### src/rtl/fpu_wb_ctrl_if.sv
`default_nettype none
// ============================================================================
// fpu_wb_ctrl_if : pipeline/divider/decode bundle for the FP writeback ctrl
// Revision       : 1.0
// ============================================================================
interface fpu_wb_ctrl_if #(
  parameter int NREG = 32
);
  localparam int WNW = $clog2(NREG);

  logic           stall;
  logic           fop_v;
  logic [WNW-1:0] fop_wn;
  logic [31:0]    fpu_res;
  logic           div_start;
  logic [WNW-1:0] div_wn;
  logic           div_done;
  logic [31:0]    div_res;
  logic [WNW-1:0] fs;
  logic [WNW-1:0] ft;
  logic           fs_rd;
  logic           ft_rd;
  logic           wey;
  logic [WNW-1:0] wny;
  logic [31:0]    dy;
  logic [1:0]     fwda;
  logic [1:0]     fwdb;
  logic           stall_req;
  logic           div_busy;

  modport master (
    output stall, fop_v, fop_wn, fpu_res,
    output div_start, div_wn, div_done, div_res,
    output fs, ft, fs_rd, ft_rd,
    input  wey, wny, dy, fwda, fwdb, stall_req, div_busy
  );

  modport slave (
    input  stall, fop_v, fop_wn, fpu_res,
    input  div_start, div_wn, div_done, div_res,
    input  fs, ft, fs_rd, ft_rd,
    output wey, wny, dy, fwda, fwdb, stall_req, div_busy
  );
endinterface
`default_nettype wire

### src/rtl/fpu_wb_ctrl.sv
`default_nettype none
// ============================================================================
// fpu_wb_ctrl : FP writeback/hazard controller; merges e3 and divider results
//               into register-file port y, drives decode stall and forwarding
// Revision    : 1.0
// ============================================================================
module fpu_wb_ctrl #(
  parameter int NREG = 32
) (
  input  logic          clk,
  input  logic          clrn,
  fpu_wb_ctrl_if.slave  bus
);
  localparam int WNW = $clog2(NREG);

  localparam logic [1:0] c_fwd_rf = 2'b00;
  localparam logic [1:0] c_fwd_e3 = 2'b01;
  localparam logic [1:0] c_fwd_wb = 2'b10;

  typedef enum logic [1:0] {
    WB_NONE = 2'b00,
    WB_E3   = 2'b01,
    WB_HOLD = 2'b10,
    WB_DIV  = 2'b11
  } wb_src_e;

  logic           e1v_q, e1v_d;
  logic [WNW-1:0] e1wn_q, e1wn_d;
  logic           e2v_q, e2v_d;
  logic [WNW-1:0] e2wn_q, e2wn_d;
  logic           e3v_q, e3v_d;
  logic [WNW-1:0] e3wn_q, e3wn_d;
  logic           hv_q, hv_d;
  logic [31:0]    hd_q, hd_d;
  logic           busy_q, busy_d;
  logic [WNW-1:0] dwn_q, dwn_d;
  logic           wey_q, wey_d;
  logic [WNW-1:0] wny_q, wny_d;
  logic [31:0]    dy_q, dy_d;

  logic           w_take_e3;
  logic           w_div_ok;
  wb_src_e        w_wb_src;

  // A divider result is accepted only while tracked and with no entry pending.
  always_comb begin
    w_take_e3 = e3v_q & ~bus.stall;
    w_div_ok  = bus.div_done & busy_q & ~hv_q;
    if (w_take_e3) begin
      w_wb_src = WB_E3;
    end else if (hv_q) begin
      w_wb_src = WB_HOLD;
    end else if (w_div_ok) begin
      w_wb_src = WB_DIV;
    end else begin
      w_wb_src = WB_NONE;
    end
  end

  always_comb begin
    e1v_d  = e1v_q;
    e1wn_d = e1wn_q;
    e2v_d  = e2v_q;
    e2wn_d = e2wn_q;
    e3v_d  = e3v_q;
    e3wn_d = e3wn_q;
    if (!bus.stall) begin
      e1v_d  = bus.fop_v;
      e1wn_d = bus.fop_wn;
      e2v_d  = e1v_q;
      e2wn_d = e1wn_q;
      e3v_d  = e2v_q;
      e3wn_d = e2wn_q;
    end
  end

  always_comb begin
    hv_d   = hv_q;
    hd_d   = hd_q;
    busy_d = busy_q;
    dwn_d  = dwn_q;
    if (w_take_e3 && w_div_ok) begin
      hv_d = 1'b1;
      hd_d = bus.div_res;
    end else if (w_wb_src == WB_HOLD) begin
      hv_d = 1'b0;
    end
    if (busy_q) begin
      if ((w_wb_src == WB_HOLD) || (w_wb_src == WB_DIV)) begin
        busy_d = 1'b0;
      end
    end else if (bus.div_start) begin
      busy_d = 1'b1;
      dwn_d  = bus.div_wn;
    end
  end

  // A bubble drops the enable but leaves number/data as last written.
  always_comb begin
    wey_d = 1'b0;
    wny_d = wny_q;
    dy_d  = dy_q;
    case (w_wb_src)
      WB_E3: begin
        wey_d = 1'b1;
        wny_d = e3wn_q;
        dy_d  = bus.fpu_res;
      end
      WB_HOLD: begin
        wey_d = 1'b1;
        wny_d = dwn_q;
        dy_d  = hd_q;
      end
      WB_DIV: begin
        wey_d = 1'b1;
        wny_d = dwn_q;
        dy_d  = bus.div_res;
      end
      default: begin
        wey_d = 1'b0;
      end
    endcase
  end

  always_ff @(posedge clk or negedge clrn) begin
    if (!clrn) begin
      e1v_q  <= 1'b0;
      e1wn_q <= '0;
      e2v_q  <= 1'b0;
      e2wn_q <= '0;
      e3v_q  <= 1'b0;
      e3wn_q <= '0;
      hv_q   <= 1'b0;
      hd_q   <= '0;
      busy_q <= 1'b0;
      dwn_q  <= '0;
      wey_q  <= 1'b0;
      wny_q  <= '0;
      dy_q   <= '0;
    end else begin
      e1v_q  <= e1v_d;
      e1wn_q <= e1wn_d;
      e2v_q  <= e2v_d;
      e2wn_q <= e2wn_d;
      e3v_q  <= e3v_d;
      e3wn_q <= e3wn_d;
      hv_q   <= hv_d;
      hd_q   <= hd_d;
      busy_q <= busy_d;
      dwn_q  <= dwn_d;
      wey_q  <= wey_d;
      wny_q  <= wny_d;
      dy_q   <= dy_d;
    end
  end

  function automatic logic [1:0] fwd_sel(
    input logic           rd,
    input logic [WNW-1:0] src,
    input logic           e3v,
    input logic [WNW-1:0] e3wn,
    input logic           wbv,
    input logic [WNW-1:0] wbwn
  );
    logic [1:0] sel;
    sel = c_fwd_rf;
    if (rd) begin
      if (e3v && (e3wn == src)) begin
        sel = c_fwd_e3;
      end else if (wbv && (wbwn == src)) begin
        sel = c_fwd_wb;
      end
    end
    return sel;
  endfunction

  // e1/e2 results and an outstanding divide are not forwardable yet.
  function automatic logic raw_hit(
    input logic           rd,
    input logic [WNW-1:0] src,
    input logic           v1,
    input logic [WNW-1:0] wn1,
    input logic           v2,
    input logic [WNW-1:0] wn2,
    input logic           dbusy,
    input logic [WNW-1:0] dwn
  );
    return rd && ((v1 && (wn1 == src)) ||
                  (v2 && (wn2 == src)) ||
                  (dbusy && (dwn == src)));
  endfunction

  logic w_raw_a;
  logic w_raw_b;
  logic w_waw;

  always_comb begin
    w_raw_a = raw_hit(bus.fs_rd, bus.fs, e1v_q, e1wn_q, e2v_q, e2wn_q, busy_q, dwn_q);
    w_raw_b = raw_hit(bus.ft_rd, bus.ft, e1v_q, e1wn_q, e2v_q, e2wn_q, busy_q, dwn_q);
    w_waw   = bus.fop_v & busy_q & (bus.fop_wn == dwn_q);
  end

  assign bus.fwda      = fwd_sel(bus.fs_rd, bus.fs, e3v_q, e3wn_q, wey_q, wny_q);
  assign bus.fwdb      = fwd_sel(bus.ft_rd, bus.ft, e3v_q, e3wn_q, wey_q, wny_q);
  assign bus.stall_req = w_raw_a | w_raw_b | w_waw;
  assign bus.div_busy  = busy_q;
  assign bus.wey       = wey_q;
  assign bus.wny       = wny_q;
  assign bus.dy        = dy_q;

endmodule
`default_nettype wire

### src/flat_wrapper.sv
// flat-port wrapper written by rule: the top's interface ports become plain ports
module fpu_wb_ctrl_flat 
#(
  parameter int NREG = 32
)
  (clk, clrn, bus_stall, bus_fop_v, bus_fop_wn, bus_fpu_res, bus_div_start, bus_div_wn, bus_div_done, bus_div_res, bus_fs, bus_ft, bus_fs_rd, bus_ft_rd, bus_wey, bus_wny, bus_dy, bus_fwda, bus_fwdb, bus_stall_req, bus_div_busy);
  fpu_wb_ctrl_if #(.NREG(NREG)) bus_i ();
  input  logic clk;
  input  logic clrn;
  input wire logic [$bits(bus_i.stall)-1:0] bus_stall;
  input wire logic [$bits(bus_i.fop_v)-1:0] bus_fop_v;
  input wire logic [$bits(bus_i.fop_wn)-1:0] bus_fop_wn;
  input wire logic [$bits(bus_i.fpu_res)-1:0] bus_fpu_res;
  input wire logic [$bits(bus_i.div_start)-1:0] bus_div_start;
  input wire logic [$bits(bus_i.div_wn)-1:0] bus_div_wn;
  input wire logic [$bits(bus_i.div_done)-1:0] bus_div_done;
  input wire logic [$bits(bus_i.div_res)-1:0] bus_div_res;
  input wire logic [$bits(bus_i.fs)-1:0] bus_fs;
  input wire logic [$bits(bus_i.ft)-1:0] bus_ft;
  input wire logic [$bits(bus_i.fs_rd)-1:0] bus_fs_rd;
  input wire logic [$bits(bus_i.ft_rd)-1:0] bus_ft_rd;
  output wire logic [$bits(bus_i.wey)-1:0] bus_wey;
  output wire logic [$bits(bus_i.wny)-1:0] bus_wny;
  output wire logic [$bits(bus_i.dy)-1:0] bus_dy;
  output wire logic [$bits(bus_i.fwda)-1:0] bus_fwda;
  output wire logic [$bits(bus_i.fwdb)-1:0] bus_fwdb;
  output wire logic [$bits(bus_i.stall_req)-1:0] bus_stall_req;
  output wire logic [$bits(bus_i.div_busy)-1:0] bus_div_busy;
  assign bus_i.stall = bus_stall;
  assign bus_i.fop_v = bus_fop_v;
  assign bus_i.fop_wn = bus_fop_wn;
  assign bus_i.fpu_res = bus_fpu_res;
  assign bus_i.div_start = bus_div_start;
  assign bus_i.div_wn = bus_div_wn;
  assign bus_i.div_done = bus_div_done;
  assign bus_i.div_res = bus_div_res;
  assign bus_i.fs = bus_fs;
  assign bus_i.ft = bus_ft;
  assign bus_i.fs_rd = bus_fs_rd;
  assign bus_i.ft_rd = bus_ft_rd;
  assign bus_wey = bus_i.wey;
  assign bus_wny = bus_i.wny;
  assign bus_dy = bus_i.dy;
  assign bus_fwda = bus_i.fwda;
  assign bus_fwdb = bus_i.fwdb;
  assign bus_stall_req = bus_i.stall_req;
  assign bus_div_busy = bus_i.div_busy;
  fpu_wb_ctrl #(.NREG(NREG)) u_core (.clk(clk), .clrn(clrn), .bus(bus_i));
endmodule
### config.mk
export PLATFORM = sky130hd
export DESIGN_NAME = fpu_wb_ctrl_flat
export DESIGN_NICKNAME = d
export VERILOG_FILES = /design/src/rtl/fpu_wb_ctrl_if.sv /design/src/rtl/fpu_wb_ctrl.sv /design/src/flat_wrapper.sv
export SDC_FILE = /design/constraint.sdc
export NUM_CORES = 1
export LEC_CHECK = 0
export CAP_MARGIN = 5
export CORE_ASPECT_RATIO = 2
export CORE_MARGIN = 2
export CORE_UTILIZATION = 49
export DETAILED_ROUTE_END_ITERATION = 10
export PLACE_DENSITY = 0.82
export SKIP_LAST_GASP = 1
export SYNTH_ARGS = -nofsm -noshare
export SYNTH_HDL_FRONTEND = slang
export SYNTH_SLANG_ARGS = --single-unit
### constraint.sdc
create_clock -name clk -period 1.93 [get_ports clk]
set_clock_uncertainty 0.15 [all_clocks]
set_input_delay 0.193 -clock clk [delete_from_list [all_inputs] [get_ports clk]]
set_output_delay 0.193 -clock clk [all_outputs]
set_load 0.02 [all_outputs]
==> metrics.csv <==
metric,value,unit
syn_area_per_cell,9.984,sq um
CP Max Fanout,3,
FF-to-FF setup slack,0.12,ns
Setup WS post-layout,-0.1996,ns
total CTS buffers,9,
Wirelength per Cell,18.93,um
Die Y,145.6,um
post-synthesis sequential area ratio,0.4840,
PD cells,1316,nW/um^2
most area-consuming cells after synthesis,"dfrtp_1 48%, mux2_2 11%, a21oi_1 6.5%",
WL final,14920,um
Buf/Inv on CP,2,
"Slew Viols, Final",0,
f_max,0.4696,GHz
initial core utilization,0.5031,
final core occ,0.7224,
Setup crit start kind,register,
clk sinks,95,
Yosys Warn Count,0,
final hold vios,0,
Row Count,51,
fin crit period,2.130,ns
nets,743,
synthesis-to-layout area growth,43.58,%
worst stage delay on the critical path,0.43,ns
failing checks,setup timing,
layout cells sized above 1,0.2195,
critical path class,reg -> out,
vias in the first global route,4487,
Worst Setup End Kind,output pin,
Placer Congestion,0.9722,
Buffers on Ports,135,
H-tree depth,3,
status,"complete, but fails checks",
Final setup viols,5,
"delay-heaviest family, CP",simple AND/OR/NAND/NOR gates,
final worst path period share,1.103,
Peak VDD IR,713.6,uV
dpl ws,-0.6899,ns
via total after detailed routing,4285,
max_cap viols,0,
initial antenna violation count,0,
Post-synth EDFFs,0,
Hold Crit Class,in -> async,
"Distinct cells, synth",27,
"non-filler cells, final",788,
RSZ-0062 raised after global routing,yes,
fraction of registers with async set/reset,1.000,
worst path arrival time,1.79,ns
dpl cells,768,
Post-Syn Nets,584,
RR Startpoint,u_core.bus.div_busy,
I/O pin count,136,
first-pass GRT wire length,23030,um
design area,7053,sq um
share of the synthesized area in the top cell type,0.4840,
r2r worst-path depth,6,
P_leak,2.953,nW
"Cell Chain, Critical Path","buf_4, xor2_1, nor4_1, nand4_1, nand4_1, buf_4",
Vias/cell,5.438,
first drt pass iteration count,5,
Worst-Margin Slew,0.6418,ns
final hold slack,0.2271,ns
total track usage,0.2857,
grt ovf,0,
cell accounting for the most synthesized area,dfrtp_1,
CP required,1.59,ns
Netlist Area Pre-Place,4912,sq um
Seq cells post-synth,95,
slowest library cell on the worst path,dfrtp_1,
placed standard-cell area,6668,sq um
Clock transition at path regs,0.07,ns
Die W,74.80,um
relative slew slack,0.5721,
die area,10890,sq um
DP HPWL,11090,um
largest net degree at the start of global routing,65,
cells after synthesis,492,
diodes inserted,0,
Synth Flop Type,dfrtp_1,
clock buffer depth,2,
DRT iter0 DRCs,414,
clk root buf,clkbuf_16,
post-route ant nets,0,
Layout fillers,738,
"Clk Latency, worst-skew pair",0.34,ns
CTS tree,done,
DRC,0,
reg-to-reg critical path endpoint,u_core.bus.dy[21],
core area,9763,sq um
-- worst max path at each step --
stage,cells after the start,slack [ns],to,start
3_3_place_gp,7,-0.69,bus_fwda[0],bus_fs[2]
5_1_grt,6,-0.29,bus_stall_req,u_core.e1wn_q[1]
6_report,6,-0.20,bus_stall_req,u_core.e1wn_q[3]
2_1_floorplan,5,0.22,bus_stall_req,u_core.bus.div_busy
3_5_place_dp,7,-0.69,bus_fwda[0],bus_fs[2]
4_1_cts,6,-0.23,bus_stall_req,u_core.dwn_q[3]
-- synthesized netlist by cell type, types with 3 or more instances --
library cell  count
buf_2            17
buf_6             4
xnor2_1          19
mux2_2           50
xor2_1           36
buf_1             3
o21ai_0          38
nand3_1          34
a21oi_1          64
nor4_1            9
mux2i_1           5
mux2_1            5
dfrtp_1          95
clkbuf_1         17
nand4_1          10
nand2_1          71
-- flip-flops by register name, indices dropped and copies added, names as in the netlist, 5 cells and up --
register	count
u_core.bus.wny	5
u_core.e1wn_q	5
u_core.bus.dy	32
u_core.hd_q	32
u_core.e3wn_q	5
u_core.dwn_q	5
u_core.e2wn_q	5
-- placed cells by master (no fill, tap or decap), types with 2 or more instances in the layout --
master / n
buf_6: 3
mux2i_1: 5
clkdlybuf4s50_1: 122
xor2_1: 36
and2_4: 2
clkbuf_16: 9
nand4_1: 10
mux2_2: 50
a21oi_1: 64
nand3_1: 34
nor4_1: 7
buf_4: 52
mux2_1: 5
buf_12: 5
nor4_2: 2
o21ai_0: 38
bufinv_16: 2
and3_1: 2
dfrtp_1: 86
dlygate4sd2_1: 6
nand2_1: 71
nor3_2: 2
xnor2_1: 19
dfrtp_2: 9
-- layer usage --
layer,wire length [um],global-route usage,part of all wire,vias up
met2,8188,0.5049,0.55,172
met3,726,0.04709,0.049,52
met1,5058,0.2975,0.34,2044
met4,945,0.1786,0.063,0
met5,0,0,0,-
li1,-,-,-,2017
-- cells by family after synthesis --
| group | share of synthesized area |
|---|---|
| AND/OR/NAND/NOR | 0.1327 |
| AO/OA/AOI/OAI | 0.1057 |
| flip-flops | 0.4840 |
| multiplexers | 0.1363 |
| XOR/XNOR | 0.09806 |
| buffers and inverters | 0.04330 |
-- area by class of cell --
class                      count  area [sq um]  share of cell area
timing repair buffer         190          1821              0.2581
clock buffer                  10         229.0             0.03246
tap                          132         165.2             0.02342
multi-input combinational    355          2357              0.3342
sequential                    95          2389              0.3387
clock inverter                 6         92.59             0.01313
-- power by group --
| group | total, mW | internal [mW] | switching (mW) |
|---|---|---|---|
| sequential | 3.50 | 2.81 | 0.687 |
| combinational | 3.86 | 1.98 | 1.88 |
| clock | 1.92 | 1.15 | 0.777 |
| total | 9.28 | 5.94 | 3.34 |
-- what timing repair did --
action | 4_1_cts | 5_1_grt
gates cloned | 0 | 0
setup buffers | 1 | 2
pin swaps | 16 | 8
gates resized for setup | 47 | 4
setup endpoints to repair | 6 | 5
endpoints found under the hold margin | 36 | 0
hold buffers | 1 | 0
-- per-stage QoR --
| step | setup TNS, ns | power, mW |
|---|---|---|
| 6_report | -0.4789 | 9.283 |
| 5_1_grt | -0.9312 | 9.791 |
| 4_1_cts | -0.6356 | 9.286 |
| 3_5_place_dp | -3.244 | 7.311 |
| 3_3_place_gp | -3.270 | 7.159 |
| 2_1_floorplan | 0 | 5.503 |
Note: power is estimated with default switching activity, not from simulation.
